[src/rtl/drum_arb_pkg.sv]
// Shared constants, ID-width helper and stage-1 payload type for drum_arbiter.
// Build option DRUM_ARB_RR_EN selects round-robin over fixed-priority arbitration.
package drum_arb_pkg;

    function automatic int unsigned id_w(input int unsigned n);
        if (n > 1) return $clog2(n);
        return 1;
    endfunction

    localparam int unsigned DRUM_ARB_N_REQ = 2;
    localparam int unsigned DRUM_K         = 5;
    localparam int unsigned DRUM_N         = 8;
    localparam int unsigned DRUM_M         = 8;
    localparam int unsigned DRUM_ARB_ID_W  = id_w(DRUM_ARB_N_REQ);

    // Operand register payload; widths follow the package defaults.
    typedef struct packed {
        logic [DRUM_N-1:0]        a;
        logic [DRUM_M-1:0]        b;
        logic [DRUM_ARB_ID_W-1:0] id;
    } drum_s1_t;

endpackage

[src/rtl/drum.sv]
// Combinational DRUM approximate signed multiplier: one's-complement magnitudes,
// operands of K or fewer significant bits pass exactly, wider ones keep K bits with forced LSB.
module drum #(
    parameter int unsigned K = 5,
    parameter int unsigned N = 8,
    parameter int unsigned M = 8
) (
    input  logic [N-1:0]   i_a,
    input  logic [M-1:0]   i_b,
    output logic [N+M-1:0] o_r
);

    localparam int unsigned W = (N > M) ? N : M;

    logic [N-1:0]   w_mag_a;
    logic [M-1:0]   w_mag_b;
    logic [W-1:0]   w_ta;
    logic [W-1:0]   w_tb;
    logic [N+M-1:0] w_p;

    // Keep the K bits below and including the leading one, then force the kept LSB.
    function automatic logic [W-1:0] trunc_mag(input logic [W-1:0] m);
        int unsigned lead;
        int unsigned shift;
        logic [W-1:0] lsb;
        lead = 0;
        for (int i = 0; i < int'(W); i++) begin
            if (m[i]) lead = i;
        end
        if (lead < K) return m;
        shift = lead - K + 1;
        lsb   = W'(1) << shift;
        return (m & ~(lsb - W'(1))) | lsb;
    endfunction

    assign w_mag_a = i_a[N-1] ? ~i_a : i_a;
    assign w_mag_b = i_b[M-1] ? ~i_b : i_b;
    assign w_ta    = trunc_mag(W'(w_mag_a));
    assign w_tb    = trunc_mag(W'(w_mag_b));
    assign w_p     = (N+M)'(w_ta) * (N+M)'(w_tb);
    assign o_r     = (i_a[N-1] ^ i_b[M-1]) ? ~w_p : w_p;

endmodule

[src/rtl/drum_rr_arbiter.sv]
// Grant selection for drum_arbiter: round-robin after i_last when DRUM_ARB_RR_EN is defined,
// otherwise fixed priority (lowest index wins). Grants only valid requesters, only when i_adv.
module drum_rr_arbiter
    import drum_arb_pkg::*;
#(
    parameter int unsigned N_REQ = DRUM_ARB_N_REQ
) (
`ifdef DRUM_ARB_RR_EN
    input  logic [id_w(N_REQ)-1:0] i_last,
`endif
    input  logic [N_REQ-1:0]       i_req_valid,
    input  logic                   i_adv,
    output logic [N_REQ-1:0]       o_grant,
    output logic [id_w(N_REQ)-1:0] o_grant_idx
);

    localparam int unsigned IW = id_w(N_REQ);

    logic [IW-1:0] w_idx;

    // Lowest valid index above i_last wins; if none, lowest valid index at or below it.
    always_comb begin
        w_idx = '0;
`ifdef DRUM_ARB_RR_EN
        for (int i = int'(N_REQ) - 1; i >= 0; i--) begin
            if (i_req_valid[i] && (IW'(i) <= i_last)) w_idx = IW'(i);
        end
        for (int i = int'(N_REQ) - 1; i >= 0; i--) begin
            if (i_req_valid[i] && (IW'(i) > i_last)) w_idx = IW'(i);
        end
`else
        for (int i = int'(N_REQ) - 1; i >= 0; i--) begin
            if (i_req_valid[i]) w_idx = IW'(i);
        end
`endif
    end

    always_comb begin
        o_grant = '0;
        for (int i = 0; i < int'(N_REQ); i++) begin
            o_grant[i] = i_adv && i_req_valid[i] && (w_idx == IW'(i));
        end
    end

    assign o_grant_idx = w_idx;

endmodule

[src/rtl/drum_arbiter.sv]
// Shares one drum multiplier among N_REQ valid/ready requesters through a two-stage pipeline.
// Build option DRUM_ARB_RR_EN enables round-robin arbitration (otherwise fixed priority).
module drum_arbiter
    import drum_arb_pkg::*;
#(
    parameter int unsigned N_REQ = DRUM_ARB_N_REQ,
    parameter int unsigned K     = DRUM_K,
    parameter int unsigned N     = DRUM_N,
    parameter int unsigned M     = DRUM_M
) (
    input  logic                   i_clk,
    input  logic                   i_rst_n,
    input  logic [N_REQ-1:0]       i_req_valid,
    output logic [N_REQ-1:0]       o_req_ready,
    input  logic [N_REQ*N-1:0]     i_req_a,
    input  logic [N_REQ*M-1:0]     i_req_b,
    output logic                   o_rsp_valid,
    input  logic                   i_rsp_ready,
    output logic [id_w(N_REQ)-1:0] o_rsp_id,
    output logic [N+M-1:0]         o_rsp_r,
    output logic                   o_busy
);

    localparam int unsigned IW = id_w(N_REQ);

    logic           r_en;
    drum_s1_t       r_s1;
    logic           r_s1_v;
    logic           r_rsp_valid;
    logic [N+M-1:0] r_rsp_r;
    logic [IW-1:0]  r_rsp_id;

    logic             w_ld2;
    logic             w_acc;
    logic             w_hs;
    logic [N_REQ-1:0] w_grant;
    logic [IW-1:0]    w_grant_idx;
    logic [N-1:0]     w_sel_a;
    logic [M-1:0]     w_sel_b;
    logic [N+M-1:0]   w_prod;

    // Acceptance stays closed until the first edge after reset so req_ready reads 0 in reset.
    always_ff @(posedge i_clk or negedge i_rst_n) begin
        if (!i_rst_n) r_en <= 1'b0;
        else          r_en <= 1'b1;
    end

    assign w_ld2 = r_s1_v & (~r_rsp_valid | i_rsp_ready);
    assign w_acc = r_en & (~r_s1_v | w_ld2);
    assign w_hs  = |w_grant;

`ifdef DRUM_ARB_RR_EN
    logic [IW-1:0] r_last;

    always_ff @(posedge i_clk or negedge i_rst_n) begin
        if (!i_rst_n)  r_last <= IW'(N_REQ - 1);
        else if (w_hs) r_last <= w_grant_idx;
    end
`endif

    drum_rr_arbiter #(
        .N_REQ (N_REQ)
    ) u_arb (
`ifdef DRUM_ARB_RR_EN
        .i_last      (r_last),
`endif
        .i_req_valid (i_req_valid),
        .i_adv       (w_acc),
        .o_grant     (w_grant),
        .o_grant_idx (w_grant_idx)
    );

    always_comb begin
        w_sel_a = '0;
        w_sel_b = '0;
        for (int i = 0; i < int'(N_REQ); i++) begin
            if (w_grant[i]) begin
                w_sel_a = i_req_a[i*N +: N];
                w_sel_b = i_req_b[i*M +: M];
            end
        end
    end

    // Stage 1: operand register; empties when drained without a new handshake.
    always_ff @(posedge i_clk or negedge i_rst_n) begin
        if (!i_rst_n) begin
            r_s1_v <= 1'b0;
            r_s1   <= '0;
        end else if (w_acc) begin
            r_s1_v <= w_hs;
            if (w_hs) begin
                r_s1.a  <= w_sel_a;
                r_s1.b  <= w_sel_b;
                r_s1.id <= w_grant_idx;
            end
        end
    end

    drum #(
        .K (K),
        .N (N),
        .M (M)
    ) u_drum (
        .i_a (r_s1.a),
        .i_b (r_s1.b),
        .o_r (w_prod)
    );

    // Stage 2: response register.
    always_ff @(posedge i_clk or negedge i_rst_n) begin
        if (!i_rst_n) begin
            r_rsp_valid <= 1'b0;
            r_rsp_r     <= '0;
            r_rsp_id    <= '0;
        end else if (w_ld2) begin
            r_rsp_valid <= 1'b1;
            r_rsp_r     <= w_prod;
            r_rsp_id    <= r_s1.id;
        end else if (i_rsp_ready) begin
            r_rsp_valid <= 1'b0;
        end
    end

    assign o_req_ready = w_grant;
    assign o_rsp_valid = r_rsp_valid;
    assign o_rsp_r     = r_rsp_r;
    assign o_rsp_id    = r_rsp_id;
    assign o_busy      = r_s1_v | r_rsp_valid;

endmodule

[config.mk]
export PLATFORM = sky130hd
export DESIGN_NAME = drum_arbiter
export DESIGN_NICKNAME = d
export VERILOG_FILES = /design/src/rtl/drum_arb_pkg.sv /design/src/rtl/drum.sv /design/src/rtl/drum_rr_arbiter.sv /design/src/rtl/drum_arbiter.sv
export SDC_FILE = /design/constraint.sdc
export NUM_CORES = 1
export LEC_CHECK = 0
export ABC_AREA = 1
export CAP_MARGIN = 20
export CORE_UTILIZATION = 51
export CTS_BUF_LIST = sky130_fd_sc_hd__clkbuf_4 sky130_fd_sc_hd__clkbuf_8 sky130_fd_sc_hd__clkbuf_16
export DETAILED_ROUTE_END_ITERATION = 8
export PLACE_DENSITY_LB_ADDON = 0.1
export SLEW_MARGIN = 25
export SYNTH_ARGS = -nofsm -noshare
export SYNTH_HDL_FRONTEND = slang
export SYNTH_SLANG_ARGS = --single-unit
export TNS_END_PERCENT = 5
[constraint.sdc]
create_clock -name i_clk -period 5.9 [get_ports i_clk]
set_input_delay 1.18 -clock i_clk [delete_from_list [all_inputs] [get_ports i_clk]]
set_output_delay 1.18 -clock i_clk [all_outputs]
set_load 0.01 [all_outputs]
---- Yosys cells after proc, flatten, opt, wreduce, memory -nomap -nowiden ----
Index checks and enable logic that the tools add are counted.
word-level totals
  flip-flop bits (word level) ............. 37
  memories ................................ 0
  memory bits (writable) .................. 0
  bits in read-only memories .............. 0
  bits in latches ......................... 0
  output and inout port bits .............. 21
cells by class
  $lt $le $gt $ge ......................... 2
  shifts and indexed selects .............. 2
  bitwise gates (word level) .............. 18
  divide/modulo/power cells ............... 0
  reduce and logical (&&, ||, !) cells .... 7
  eq/ne operators ......................... 0
  multiplexer cells ....................... 31
  multipliers ............................. 1
  $add $sub $neg .......................... 6
operators with widths
  cell                                              number
  two-way mux 8 bit                                 10
  adder 32 x 1 -> 32 bit, second input constant     2
  left shift 1 x 32 -> 8 bit, first input constant  2
  inverter 8 bit                                    4
  two-way mux 3 bit                                 8
  AND 8 bit                                         2
  multiplier 8 x 8 -> 16 bit                        1
  two-way mux 16 bit                                1
  inverter 16 bit                                   1
  bitwise OR 8 bit                                  2
  subtractor 8 x 1 -> 8 bit, second input constant  2
  two-way mux 1 bit                                 8
  two-way mux 2 bit                                 4
  subtractor 3 x 3 -> 4 bit, second input constant  2
  < comparator 3 bit, second input constant         2
  logical AND 1 bit                                 4
  inverter 1 bit                                    3
  bitwise OR 1 bit                                  3
  AND 1 bit                                         2
  AND reduction 2 bit                               1
  nonzero test 2 bit                                1
  OR reduction 2 bit                                1
  XOR 1 bit                                         1

---- Longest topological paths before layout ----
Gate-level depths: netlist of run 1.
  depth in word-level cells ............... 20
  mapped depth ............................ 39
  mapped depth without buffers ............ 39

---- Cells and area by module ----
A second synthesis of run 1 with hierarchy kept.
second synthesis, totals
  cells, all modules ...................... 635
  area total of the unflattened synthesis .. 4603.2 um2
by module, submodules not included
  module           area an instance (um2)  seq. area each (um2)  times used  cells each
  drum             2727.6                  0.0                   1           397
  drum_arbiter     1844.3                  925.9                 1           231
  drum_rr_arbiter  31.3                    0.0                   1           7

---- Worst setup path after synthesis of run 1 ----
Ideal clock, no wire load.
  kind .................................... register -> register
  from .................................... register r_s1[8] in the netlist's numbering
  to ...................................... register r_rsp_r[12], in the netlist o_rsp_r[12]
  buffers on the path ..................... 1
  data required time ...................... 5.783 ns
  slack ................................... 0.028 ns
  stages on the path, launching flop included .. 36
  data arrival time ....................... 5.755 ns
  library setup time ...................... 0.117 ns
  cell sequence ........................... dfrtp_1 > buf_6 > nor2_4 > nor2_8 > nor2_2 > nand2_2 > nand2_1 > inv_1 > ha_1 > inv_1 > nand3_2 > nor2_4 > xor2_1 > or2_1 > ha_1 > nand2_1 > nand3_1 > o21ai_0 > inv_1 > nor2_1 > fa_1 > inv_1 > fa_1 > inv_1 > fa_1 > inv_1 > fa_1 > inv_1 > ha_1 > a21oi_1 > o211ai_1 > nand3_1 > nand3_1 > or2_2 > nand3_1 > nand2_1
on the way
  word-level cells in the longest chain between the ends .. 19
  elaborated cells between the ends (all ways) .. 24
  those cells by class .................... add/sub: 3; mul: 1; order compare: 1; shift: 1; mux: 12; bitwise: 6
ends and longest elaborated chain
  what                             line                 RTL
  start: declaration               drum_arbiter.sv:27   drum_s1_t r_s1;
  two-way mux 8 bit                drum.sv:37           assign w_mag_b = i_b[M-1] ? ~i_b : i_b;
  two-way mux 1 bit                drum.sv:28           if (m[i]) lead = i;
  two-way mux 2 bit (2 in series)  drum.sv:28
  two-way mux 3 bit (4 in series)  drum.sv:28
  subtractor 3 x 3 -> 4 bit        drum.sv:31           shift = lead - K + 1;
  adder 32 x 1 -> 32 bit           drum.sv:31
  left shift 1 x 32 -> 8 bit       drum.sv:32           lsb = W'(1) << shift;
  subtractor 8 x 1 -> 8 bit        drum.sv:33           return (m & ~(lsb - W'(1))) | lsb;
  inverter 8 bit                   drum.sv:33
  AND 8 bit                        drum.sv:33
  bitwise OR 8 bit                 drum.sv:33
  two-way mux 8 bit                drum.sv:31
  multiplier 8 x 8 -> 16 bit       drum.sv:40           assign w_p = (N+M)'(w_ta) * (N+M)'(w_tb);
  inverter 16 bit                  drum.sv:41           assign o_r = (i_a[N-1] ^ i_b[M-1]) ? ~w_p : w_p;
  two-way mux 16 bit *             drum.sv:41
  end signal: assignment           drum_arbiter.sv:117  r_rsp_r <= w_prod;
  end: declaration                 drum_arbiter.sv:30   logic [N+M-1:0] r_rsp_r;
Every way passes the cells marked *; elsewhere a longest branch is shown, timed or not. The select of a mux whose other input is x is not followed.
A chain may end at the register's enable or synchronous reset.

---- Worst setup path in the final report of run 1 ----
Same ends and word-level chain as after synthesis.

==> impl_metrics.csv, run 1 <==
group,metric,value,unit
timing,fmax,0.172,GHz
floorplan,die_height,92.7,um
yosys,ys.warnings.count,0,
route,wl_per_cell,12.6,um
setup_path,cpMostUsedCell,"fa_1",
setup_path,slowest_stage,"fa_1",
cts,path_clk_slew,0.08,ns
setup_path,crit_fanout,6,
cts,cts_buffer_depth,2,
yosys,synth_top_family_by_area,"adder cells",
yosys,yosysSeqAreaShare,0.221,
setup_path,slowest_delay,0.56,ns
timing,maxSlewHeadroom,0.447,
placement,preCtsSetupSlack,-0.227,ns
route,ant_nets,0,
cts,ctsHtreeMaxLevel,2,
setup_path,worstPathArrival,6.02,ns
global_route,grt_usage,0.237,
cts,clock_latency,0.30,ns
yosys,synth_ff_type,"dfrtp_1",
run,maxCapViolations,0,
setup_path,r2r_end,"o_rsp_r[12]",
cells_and_area,area_growth,28.3,%
yosys,synth_edf_count,0,
yosys,yosysTopAreaCell,"dfrtp_1",
cells_and_area,final_util,0.685,
worst_hold_path,hold_end,"o_rsp_r[3]",
yosys,synth_xor_area_frac,0.0582,
route,wirelength,9.32,mm
timing,rsz0062_at_grt,"yes",
setup_path,worstReg2RegStart,"r_s1[8]",
timing,setup_slack,0.0781,ns
timing,worstMarginPinSlew,0.830,ns
setup_path,r2r_setup_slack,0.08,ns
setup_path,worst_path_dominant_cell_family,"adder cells",
setup_path,cp-end-kind,"flip-flop",
yosys,synthAdderAreaFrac,0.288,
setup_path,ff2ff_path_depth,32,
yosys,synthSimpleGateAreaFrac,0.232,
floorplan,pin_count,58,
timing,finalCriticalPeriod,5.82,ns
yosys,synth.area.mux_share,0,
cells_and_area,final_common_cell,"nand2_1",
route,drt_pass1_iterations,4,
setup_path,critical_path_class,"reg -> reg",
setup_path,critPathBufInv,6,
timing,finalHoldViolations,0,
route,via_count,3556,
placement,numPortBuffers,57,
cells_and_area,final_nets,746,
yosys,synth_top_area_share,0.221,
timing,final_max_slew_viol_count,0,
floorplan,core_area,0.00785,sq mm
worst_hold_path,hp-start,"o_rsp_r[3]",
timing,setup_viol,0,
global_route,grt_pass1_vias,3640,
setup_path,cp-start-kind,"flip-flop",
placement,place_hpwl,7.71,mm
cts,cts.sink_count,37,
yosys,ys_types,42,
worst_hold_path,hold_class,"reg -> reg",
cts,ctsRootBufferMaster,"clkbuf_8",
global_route,grt_max_degree,38,
global_route,antenna_found_initial,0,
worst_hold_path,whs_path_depth,2,
route,drc_errors,0,
outcome,outcome,"finished, final reports clean",
cts,cts_tree,"done",
cells_and_area,n_antenna_cell,0,
yosys,synth-async-reset-ratio,1.00,
yosys,synth.area.top_cells,"dfrtp_1, fa_1, ha_1",
cts,cts_made_buffers,5,
global_route,grt_overflow,0,
floorplan,start_util,0.534,
cells_and_area,final_cell_mix,"nand2_1, inv_1, clkdlybuf4s50_1",
floorplan,num_rows,32,
yosys,synth-seq-cells,37,
floorplan,die-area,0.00859,sq mm
timing,fin_hold_ws,0.486,ns
yosys,syn_area,0.00419,sq mm
cells_and_area,drive_gt1_frac,0.167,
global_route,grt_pass1_wl,16.2,mm
timing,skew,0.00916,ns
yosys,syn_inst,526,
route,first_iter_violations,125,
cts,holdBufCountCts,0,
yosys,synth_compound_area_frac,0.0895,
yosys,syn-mean-instance-area,7.97,sq um
floorplan,die_x,92.7,um
placement,gp_congestion,0.902,
setup_path,crit_required,6.10,ns
route,via_per_inst,4.82,
timing,period_share,0.987,
[state kept, by name (all words and copies together), names as in the netlist]
name,count
o_rsp_id,1
o_rsp_r,16
o_rsp_valid,1
r_en,1
r_s1,17
r_s1_v,1
[worst register-to-register path, delay by kind of cell, from the launching register on]
family          cells  cell delay (ns)
flops               1             0.46
xor+xnor            2             0.40
simple gates       13             1.45
fa+ha+maj           7             2.46
compound gates      4             0.49
buf+inv             6             0.46
[cell usage after synthesis (3+ instances only)]
| cell type | number |
|---|---|
| nand3_1 | 16 |
| nand2_1 | 124 |
| xnor2_1 | 6 |
| nor3_1 | 3 |
| xor2_1 | 20 |
| clkbuf_1 | 3 |
| dfrtp_1 | 37 |
| nand2_2 | 8 |
| nand4_1 | 3 |
| o21ai_0 | 16 |
| nor2_1 | 35 |
| ha_1 | 39 |
| nor2_2 | 5 |
| a21oi_1 | 18 |
| nand2_4 | 3 |
| fa_1 | 36 |
| a22oi_1 | 16 |
| inv_1 | 99 |
| inv_2 | 6 |
[area by class of cell]
class	count	area, sq um
multi-input cells	388	2960
repair buffers	95	855
clock inverters	1	8.76
fillers	670	2470
inverters	107	409
well taps	102	128
clock buffers	7	96.3
flip-flops and latches	37	927
[metrics by stage]
stage               instances  TNS [ns]  area, sq um
detailed placement        725     -1.18         5140
finish                    737         0         5380
CTS                       735         0         5310
floorplan                 540         0         4250
global placement          725   -0.0256         5140
global route              737     -1.37         5380
[logic make-up after synthesis]
group / after synthesis
and+or+nand+nor: 211
buffers and inverters: 115
adders and majority gates: 75
AOI/OAI and AO/OA: 59
DFF: 37
xor gates and xnor gates: 27
other: 2
[worst max path at each step]
stage | from | slack [ns] | endpoint | cells past startpoint
2_1_floorplan | r_s1[8] | 0.03 | o_rsp_r[12] | 35
3_3_place_gp | r_s1[8] | -0.02 | o_rsp_r[13] | 36
3_5_place_dp | r_s1[8] | -0.23 | o_rsp_r[13] | 34
4_1_cts | r_s1[8] | 0.02 | o_rsp_r[14] | 38
5_1_grt | r_s1[8] | -0.25 | o_rsp_r[14] | 38
6_report | r_s1[8] | 0.08 | o_rsp_r[12] | 32
[metal layers]
| metal | up-vias | part of all wire | track usage |
|---|---|---|---|
| met5 | - | 0 | 0 |
| li1 | 1822 | - | - |
| met3 | 9 | 0.026 | 0.0296 |
| met4 | 0 | 0.012 | 0.0513 |
| met2 | 44 | 0.48 | 0.388 |
| met1 | 1681 | 0.48 | 0.336 |
[what timing repair did]
action	4_1_cts	5_1_grt
setup endpoints to repair	8	9
pin swaps	3	20
buffers inserted	2	2
resized for setup	12	20
Power of run 1 is not shown: default switching activity piles up to over one toggle a cycle in this logic, so the estimate is an artifact.
==> inputs of run 2 (changes only) <==
--- a/config.mk
+++ b/config.mk
@@ -7,6 +7,7 @@
 export LEC_CHECK = 0
 export ABC_AREA = 1
 export CAP_MARGIN = 20
+export CORE_MARGIN = 1
 export CORE_UTILIZATION = 51
 export CTS_BUF_LIST = sky130_fd_sc_hd__clkbuf_4 sky130_fd_sc_hd__clkbuf_8 sky130_fd_sc_hd__clkbuf_16
 export DETAILED_ROUTE_END_ITERATION = 8
==> results of run 2 <==
Final layout, timing and power as in run 1 (identical DEF).
Power of run 2 is left out for the same reason.
